## config.mk

```make
export PLATFORM = sky130hd
export DESIGN_NAME = mem_port_arbiter
export DESIGN_NICKNAME = d
export VERILOG_FILES = /design/src/rtl/mem_port_arbiter.sv
export SDC_FILE = /design/constraint.sdc
export NUM_CORES = 1
export LEC_CHECK = 0
export CAP_MARGIN = 10
export CORE_MARGIN = 2
export CORE_UTILIZATION = 45
export DETAILED_ROUTE_END_ITERATION = 8
export DONT_BUFFER_PORTS = 1
export HOLD_SLACK_MARGIN = 0.15
export SYNTH_ARGS = -nofsm -noshare
export SYNTH_HDL_FRONTEND = slang
export SYNTH_SLANG_ARGS = --single-unit
```

## constraint.sdc

```tcl
create_clock -name clk -period 3.5 [get_ports clk]
set_input_delay 0.7 -clock clk [delete_from_list [all_inputs] [get_ports clk]]
set_output_delay 0.7 -clock clk [all_outputs]
set_load 0.05 [all_outputs]
```

## src/rtl/mem_port_arbiter.sv

```systemverilog
// ---------------------------------------------------------------------------
// MemPortArbiter (module mem_port_arbiter)
//
// Round-robin arbiter that shares one single-port memory bank between
// NUM_PORTS clients. A grant is made combinationally in IDLE and beat 0
// goes to the bank in that same cycle. A full-width access then spends one
// BEAT1 cycle on addr+1 with the high data word. Read tags travel through a
// READ_LATENCY-deep pipeline so that each returning bank word can be steered
// to the port that asked for it. Responses are registered.
//
// Ports
//   clk, rst_n          clock, asynchronous active-low reset
//   req_en/wr/width     per-port request, direction, half(0)/full(1) width
//   req_addr, req_wdata per-port word address and 2-word write data
//   req_ready           one-hot grant pulse
//   rsp_valid, rsp_data per-port read response pulse and data
//   bank_en, bank_chip_en, bank_addr, bank_wdata, bank_rdata
//                       memory bank strobe, write enable, address, data
// ---------------------------------------------------------------------------
module mem_port_arbiter #(
  parameter int NUM_PORTS    = 4,
  parameter int DATA_W       = 16,
  parameter int ADDR_W       = 14,
  parameter int READ_LATENCY = 2
) (
  input  logic                          clk,
  input  logic                          rst_n,
  input  logic [NUM_PORTS-1:0]          req_en,
  input  logic [NUM_PORTS-1:0]          req_wr,
  input  logic [NUM_PORTS-1:0]          req_width,
  input  logic [NUM_PORTS*ADDR_W-1:0]   req_addr,
  input  logic [NUM_PORTS*2*DATA_W-1:0] req_wdata,
  output logic [NUM_PORTS-1:0]          req_ready,
  output logic [NUM_PORTS-1:0]          rsp_valid,
  output logic [NUM_PORTS*2*DATA_W-1:0] rsp_data,
  output logic                          bank_en,
  output logic                          bank_chip_en,
  output logic [ADDR_W-1:0]             bank_addr,
  output logic [DATA_W-1:0]             bank_wdata,
  input  logic [DATA_W-1:0]             bank_rdata
);

  localparam int PW   = (NUM_PORTS > 1) ? $clog2(NUM_PORTS) : 1;
  localparam int HEAD = READ_LATENCY - 1;

  typedef enum logic {IDLE, BEAT1} state_t;

  state_t                  state_q, state_d;
  logic [PW-1:0]           rrPtr_q, rrPtr_d;
  logic [PW-1:0]           latPort_q;
  logic                    latWr_q;
  logic [ADDR_W-1:0]       latAddr_q;
  logic [DATA_W-1:0]       latWdataHi_q;

  logic [READ_LATENCY-1:0] tagValid_q;
  logic [READ_LATENCY-1:0] tagFull_q;
  logic [READ_LATENCY-1:0] tagBeat_q;
  logic [PW-1:0]           tagPort_q [READ_LATENCY];

  logic [DATA_W-1:0]           word0_q;
  logic [NUM_PORTS-1:0]        rspValid_q;
  logic [NUM_PORTS*2*DATA_W-1:0] rspData_q;

  logic          grantValid;
  logic [PW-1:0] grantIdx;
  logic [PW:0]   cand;
  logic [PW:0]   nextPtr;
  logic          issueRead;
  logic [PW-1:0] issuePort;
  logic          issueFull;
  logic          issueBeat;

  // Round-robin search: first requesting port at or after rrPtr_q.
  always_comb begin
    grantValid = 1'b0;
    grantIdx   = '0;
    cand       = '0;
    for (int k = 0; k < NUM_PORTS; k++) begin
      cand = {1'b0, rrPtr_q} + (PW+1)'(k);
      if (cand >= (PW+1)'(NUM_PORTS)) cand = cand - (PW+1)'(NUM_PORTS);
      if (!grantValid && req_en[cand[PW-1:0]]) begin
        grantValid = 1'b1;
        grantIdx   = cand[PW-1:0];
      end
    end
  end

  // Next-state and bank drive. Everything is gated by rst_n so that the
  // combinational outputs also drop to zero the instant reset asserts.
  always_comb begin
    state_d      = state_q;
    rrPtr_d      = rrPtr_q;
    req_ready    = '0;
    bank_en      = 1'b0;
    bank_chip_en = 1'b0;
    bank_addr    = '0;
    bank_wdata   = '0;
    nextPtr      = {1'b0, grantIdx} + (PW+1)'(1);
    if (nextPtr >= (PW+1)'(NUM_PORTS)) nextPtr = '0;
    if (rst_n) begin
      case (state_q)
        IDLE: begin
          if (grantValid) begin
            req_ready[grantIdx] = 1'b1;
            bank_en      = 1'b1;
            bank_chip_en = req_wr[grantIdx];
            bank_addr    = req_addr[grantIdx*ADDR_W +: ADDR_W];
            bank_wdata   = req_wdata[grantIdx*2*DATA_W +: DATA_W];
            rrPtr_d      = nextPtr[PW-1:0];
            if (req_width[grantIdx]) state_d = BEAT1;
          end
        end
        BEAT1: begin
          bank_en      = 1'b1;
          bank_chip_en = latWr_q;
          bank_addr    = latAddr_q + ADDR_W'(1);
          bank_wdata   = latWdataHi_q;
          state_d      = IDLE;
        end
        default: state_d = IDLE;
      endcase
    end
  end

  // Tag describing the read (if any) that hits the bank this cycle.
  always_comb begin
    issueRead = bank_en && !bank_chip_en;
    issuePort = (state_q == BEAT1) ? latPort_q : grantIdx;
    issueFull = (state_q == BEAT1) ? 1'b1 : req_width[grantIdx];
    issueBeat = (state_q == BEAT1);
  end

  // FSM, round-robin pointer and beat-1 latch. The request is captured at
  // the grant so the client may drop or change req_* right afterwards.
  always_ff @(posedge clk or negedge rst_n) begin
    if (!rst_n) begin
      state_q      <= IDLE;
      rrPtr_q      <= '0;
      latPort_q    <= '0;
      latWr_q      <= 1'b0;
      latAddr_q    <= '0;
      latWdataHi_q <= '0;
    end else begin
      state_q <= state_d;
      rrPtr_q <= rrPtr_d;
      if (state_q == IDLE && grantValid) begin
        latPort_q    <= grantIdx;
        latWr_q      <= req_wr[grantIdx];
        latAddr_q    <= req_addr[grantIdx*ADDR_W +: ADDR_W];
        latWdataHi_q <= req_wdata[grantIdx*2*DATA_W + DATA_W +: DATA_W];
      end
    end
  end

  // Tag pipeline: the entry at HEAD lines up with bank_rdata.
  always_ff @(posedge clk or negedge rst_n) begin
    if (!rst_n) begin
      tagValid_q <= '0;
      tagFull_q  <= '0;
      tagBeat_q  <= '0;
      for (int i = 0; i < READ_LATENCY; i++) tagPort_q[i] <= '0;
    end else begin
      tagValid_q[0] <= issueRead;
      tagFull_q[0]  <= issueFull;
      tagBeat_q[0]  <= issueBeat;
      tagPort_q[0]  <= issuePort;
      for (int i = 1; i < READ_LATENCY; i++) begin
        tagValid_q[i] <= tagValid_q[i-1];
        tagFull_q[i]  <= tagFull_q[i-1];
        tagBeat_q[i]  <= tagBeat_q[i-1];
        tagPort_q[i]  <= tagPort_q[i-1];
      end
    end
  end

  // Response capture. Beat 0 of a full read parks in word0_q; beats of one
  // full read are always adjacent, so a single holding register suffices.
  always_ff @(posedge clk or negedge rst_n) begin
    if (!rst_n) begin
      word0_q    <= '0;
      rspValid_q <= '0;
      rspData_q  <= '0;
    end else begin
      rspValid_q <= '0;
      if (tagValid_q[HEAD]) begin
        if (!tagFull_q[HEAD]) begin
          rspValid_q[tagPort_q[HEAD]] <= 1'b1;
          rspData_q[tagPort_q[HEAD]*2*DATA_W +: 2*DATA_W] <= {{DATA_W{1'b0}}, bank_rdata};
        end else if (!tagBeat_q[HEAD]) begin
          word0_q <= bank_rdata;
        end else begin
          rspValid_q[tagPort_q[HEAD]] <= 1'b1;
          rspData_q[tagPort_q[HEAD]*2*DATA_W +: 2*DATA_W] <= {bank_rdata, word0_q};
        end
      end
    end
  end

  assign rsp_valid = rspValid_q;
  assign rsp_data  = rspData_q;

endmodule

```

==> results_dict.tcl <==
set metrics [dict create \
    status "finished, violations left" \
    violations "hold timing" \
    fin_nets 1202 \
    ff2ff_path_depth 5 \
    synth-edff-count 0 \
    period_share_pct 96.41 \
    htreeDepth 4 \
    fp.dieW_um 151.7 \
    syn2layout_area_growth_pct 12.66 \
    r2r-start "tagFull_q[1]" \
    core_um2 21620 \
    clock_skew_ns 0.01794 \
    dpl.hpwl_mm 22.34 \
    place_congestion 0.8481 \
    synthesis.area_um2 9817 \
    syn_nets 1216 \
    drt_iter0_markers 518 \
    numCtsBuffers 17 \
    overflow 0 \
    crit_start "rrPtr_q[1]" \
    relSlewSlack_pct 22.82 \
    hold_viol 141 \
    rsz0062_at_grt "no" \
    cts_sinks 194 \
    wl_per_cell_um 24.54 \
    cp_max_fo 23 \
    first_pass_iters 5 \
    initial_utilization_pct 45.41 \
    fin_crit_ns 3.374 \
    critPathKind "flop to output pin" \
    fin_ws_ns 0.1256 \
    postSynthAreaPerCell_um2 9.916 \
    powerDensity_nw_per_um2 1039 \
    crit_required_ns 2.80 \
    r2r-end "rsp_data[71]" \
    layout-drive-gt1-share_pct 12.34 \
    antenna_left 0 \
    antenna_found_initial 3 \
    start_kind "flop" \
    placedCellCount 1237 \
    die_h_um 151.7 \
    crit_end "bank_addr[13]" \
    synth_flop_cell "dfrtp_1" \
    cts_tree "done" \
    async_flop_share_pct 100.0 \
    via_per_inst 6.188 \
    clk_latency_ns 0.44 \
    final_common_cell "dfrtp_1" \
    dieArea_um2 23010 \
    yosys_warnings 0 \
    setup_viol 0 \
    drcViolationCount 0 \
    synth_cell_types 55 \
    holdWs_ns -0.05244 \
    wl_mm 31.21 \
    r2r_setup_slack_ns 0.97 \
    leakagePower_nw 5.249 \
    drv_cap 0 \
    grt_max_degree 206 \
    syn_inst 990 \
    portBuffers 0 \
    post-route-util_pct 51.15 \
    arrival_ns 2.67 \
    row_count 54 \
    grt_pass1_vias 7495 \
    seq_area_frac_synth_pct 49.45 \
    endpoint_kind "output pin" \
    clk_pin_slew_ns 0.08 \
    hp-class "primary input to asynchronous set/reset pin" \
    fin_cells 1272 \
    clockRootBuffer "clkbuf_16" \
    vias 7871 \
    ios 382 \
    place_ws_ns 0.3159 \
    grt_use_total_pct 26.33 \
    tightestPinTransition_ns 1.158 \
    synth-seq-cells 194 \
    final_cell_mix "193 x dfrtp_1, 187 x nand2_1, 68 x a22o_1" \
    drv_slew 0 \
    ir_drop_mv 0.5150 \
    grt_pass1_wl_mm 45.67 \
    clock_path_buffers 2 \
    tns_ns 0 \
    max_freq_mhz 296.4 \
]
state kept, by name (all words and copies together), names as in the netlist:
name	count
latAddr_q	14
tagPort_q	4
latPort_q	2
issueBeat	1
tagFull_q	2
rrPtr_q	2
tagBeat_q	2
latWr_q	1
latWdataHi_q	16
rsp_data	128
word0_q	16
tagValid_q	2
rsp_valid	4
report_power, final:
part / switching, mW / internal (mW)
sequential: 2.36 / 3.01
combinational: 2.40 / 1.66
clock: 0.959 / 1.09
total: 5.72 / 5.77
cell families after synthesis:
group	count (synthesis)	synth area share, %
muxes	79	8.323
AOI/OAI and AO/OA	319	23.15
xor gates and xnor gates	11	0.9814
buffers and inverters	101	4.690
and+or+nand+nor	274	11.88
DFF	194	49.45
adders and majority gates	12	1.529
critical path, cell delays in order (launching register included):
cell,delay (ns)
dfrtp_2,0.45
mux2_4,0.31
o221a_2,0.30
inv_8,0.19
buf_4,0.27
mux2i_1,0.27
o22a_1,0.15
o21ai_1,0.09
buf_12,0.17
per-layer routing:
| metal | global-route usage, % | up-vias | part of all wire, % |
|---|---|---|---|
| met5 | 0 | - | 0 |
| met4 | 9.954 | 0 | 3.6 |
| met3 | 7.994 | 56 | 9.1 |
| met2 | 41.08 | 350 | 47 |
| met1 | 34.56 | 3919 | 41 |
| li1 | - | 3546 | - |
Yosys cell counts, drive strengths merged (2+ instances only):
cell     count  area share, %
a21o         8           0.61
mux2i       61            6.2
xnor2        4           0.36
nor2b        2           0.13
a211o       39            3.5
buf         33            2.0
and2        10           0.64
o221ai       4           0.36
o31ai       16            1.2
a22oi       48            3.7
a2bb2oi      2           0.18
nor3        27            1.4
clkbuf      56            2.1
mux2        18            2.1
a21boi       2           0.19
and3b        2           0.18
and3         3           0.19
nand3       10           0.56
o22a         4           0.36
nand2b       3           0.19
o21ai       58            3.0
a22o        68            6.1
ha          12            1.5
nand2      189            7.2
or3          4           0.25
nor2        19           0.73
xor2         7           0.62
inv         12           0.51
a21oi       55            2.8
o211ai       4           0.31
dfrtp      194             49
o22ai        5           0.32
through the flow:
stage	hold slack (ns)	cell area, um^2	total power, mW
floorplan	0.3312	9817	8.168
global placement	0.3338	10430	9.390
detailed placement	0.3347	10430	9.457
CTS	-0.07072	11050	11.51
global route	-0.07947	11060	12.09
finish	-0.05244	11060	11.49
cell type report:
| type | instances | area, um^2 |
|---|---|---|
| Antenna cell | 3 | 7.507 |
| Sequential cell | 194 | 4856 |
| Timing Repair Buffer | 56 | 645.6 |
| Tap cell | 280 | 350.3 |
| Multi-Input combinational cell | 695 | 4529 |
| Fill cell | 1949 | 10560 |
| Clock buffer | 18 | 429.2 |
| Inverter | 12 | 52.55 |
| Clock inverter | 14 | 188.9 |
worst min-delay path by stage:
stage	startpoint	endpoint	slack, ns	cells after the start
floorplan	tagBeat_q[0]	tagBeat_q[1]	0.33	0
global placement	tagBeat_q[0]	tagBeat_q[1]	0.33	0
detailed placement	tagPort_q[3]	tagPort_q[1]	0.33	0
CTS	rst_n	rsp_data[21]	-0.07	0
global route	rst_n	rsp_data[21]	-0.08	0
finish	rst_n	rsp_data[21]	-0.05	0
what timing repair did:
item	CTS	global route
setup buffers	0	0
hold endpoints to repair	194	194
endpoints found under the setup margin	0	16
resized for setup	0	3
Power figures use the tool's default switching activity.
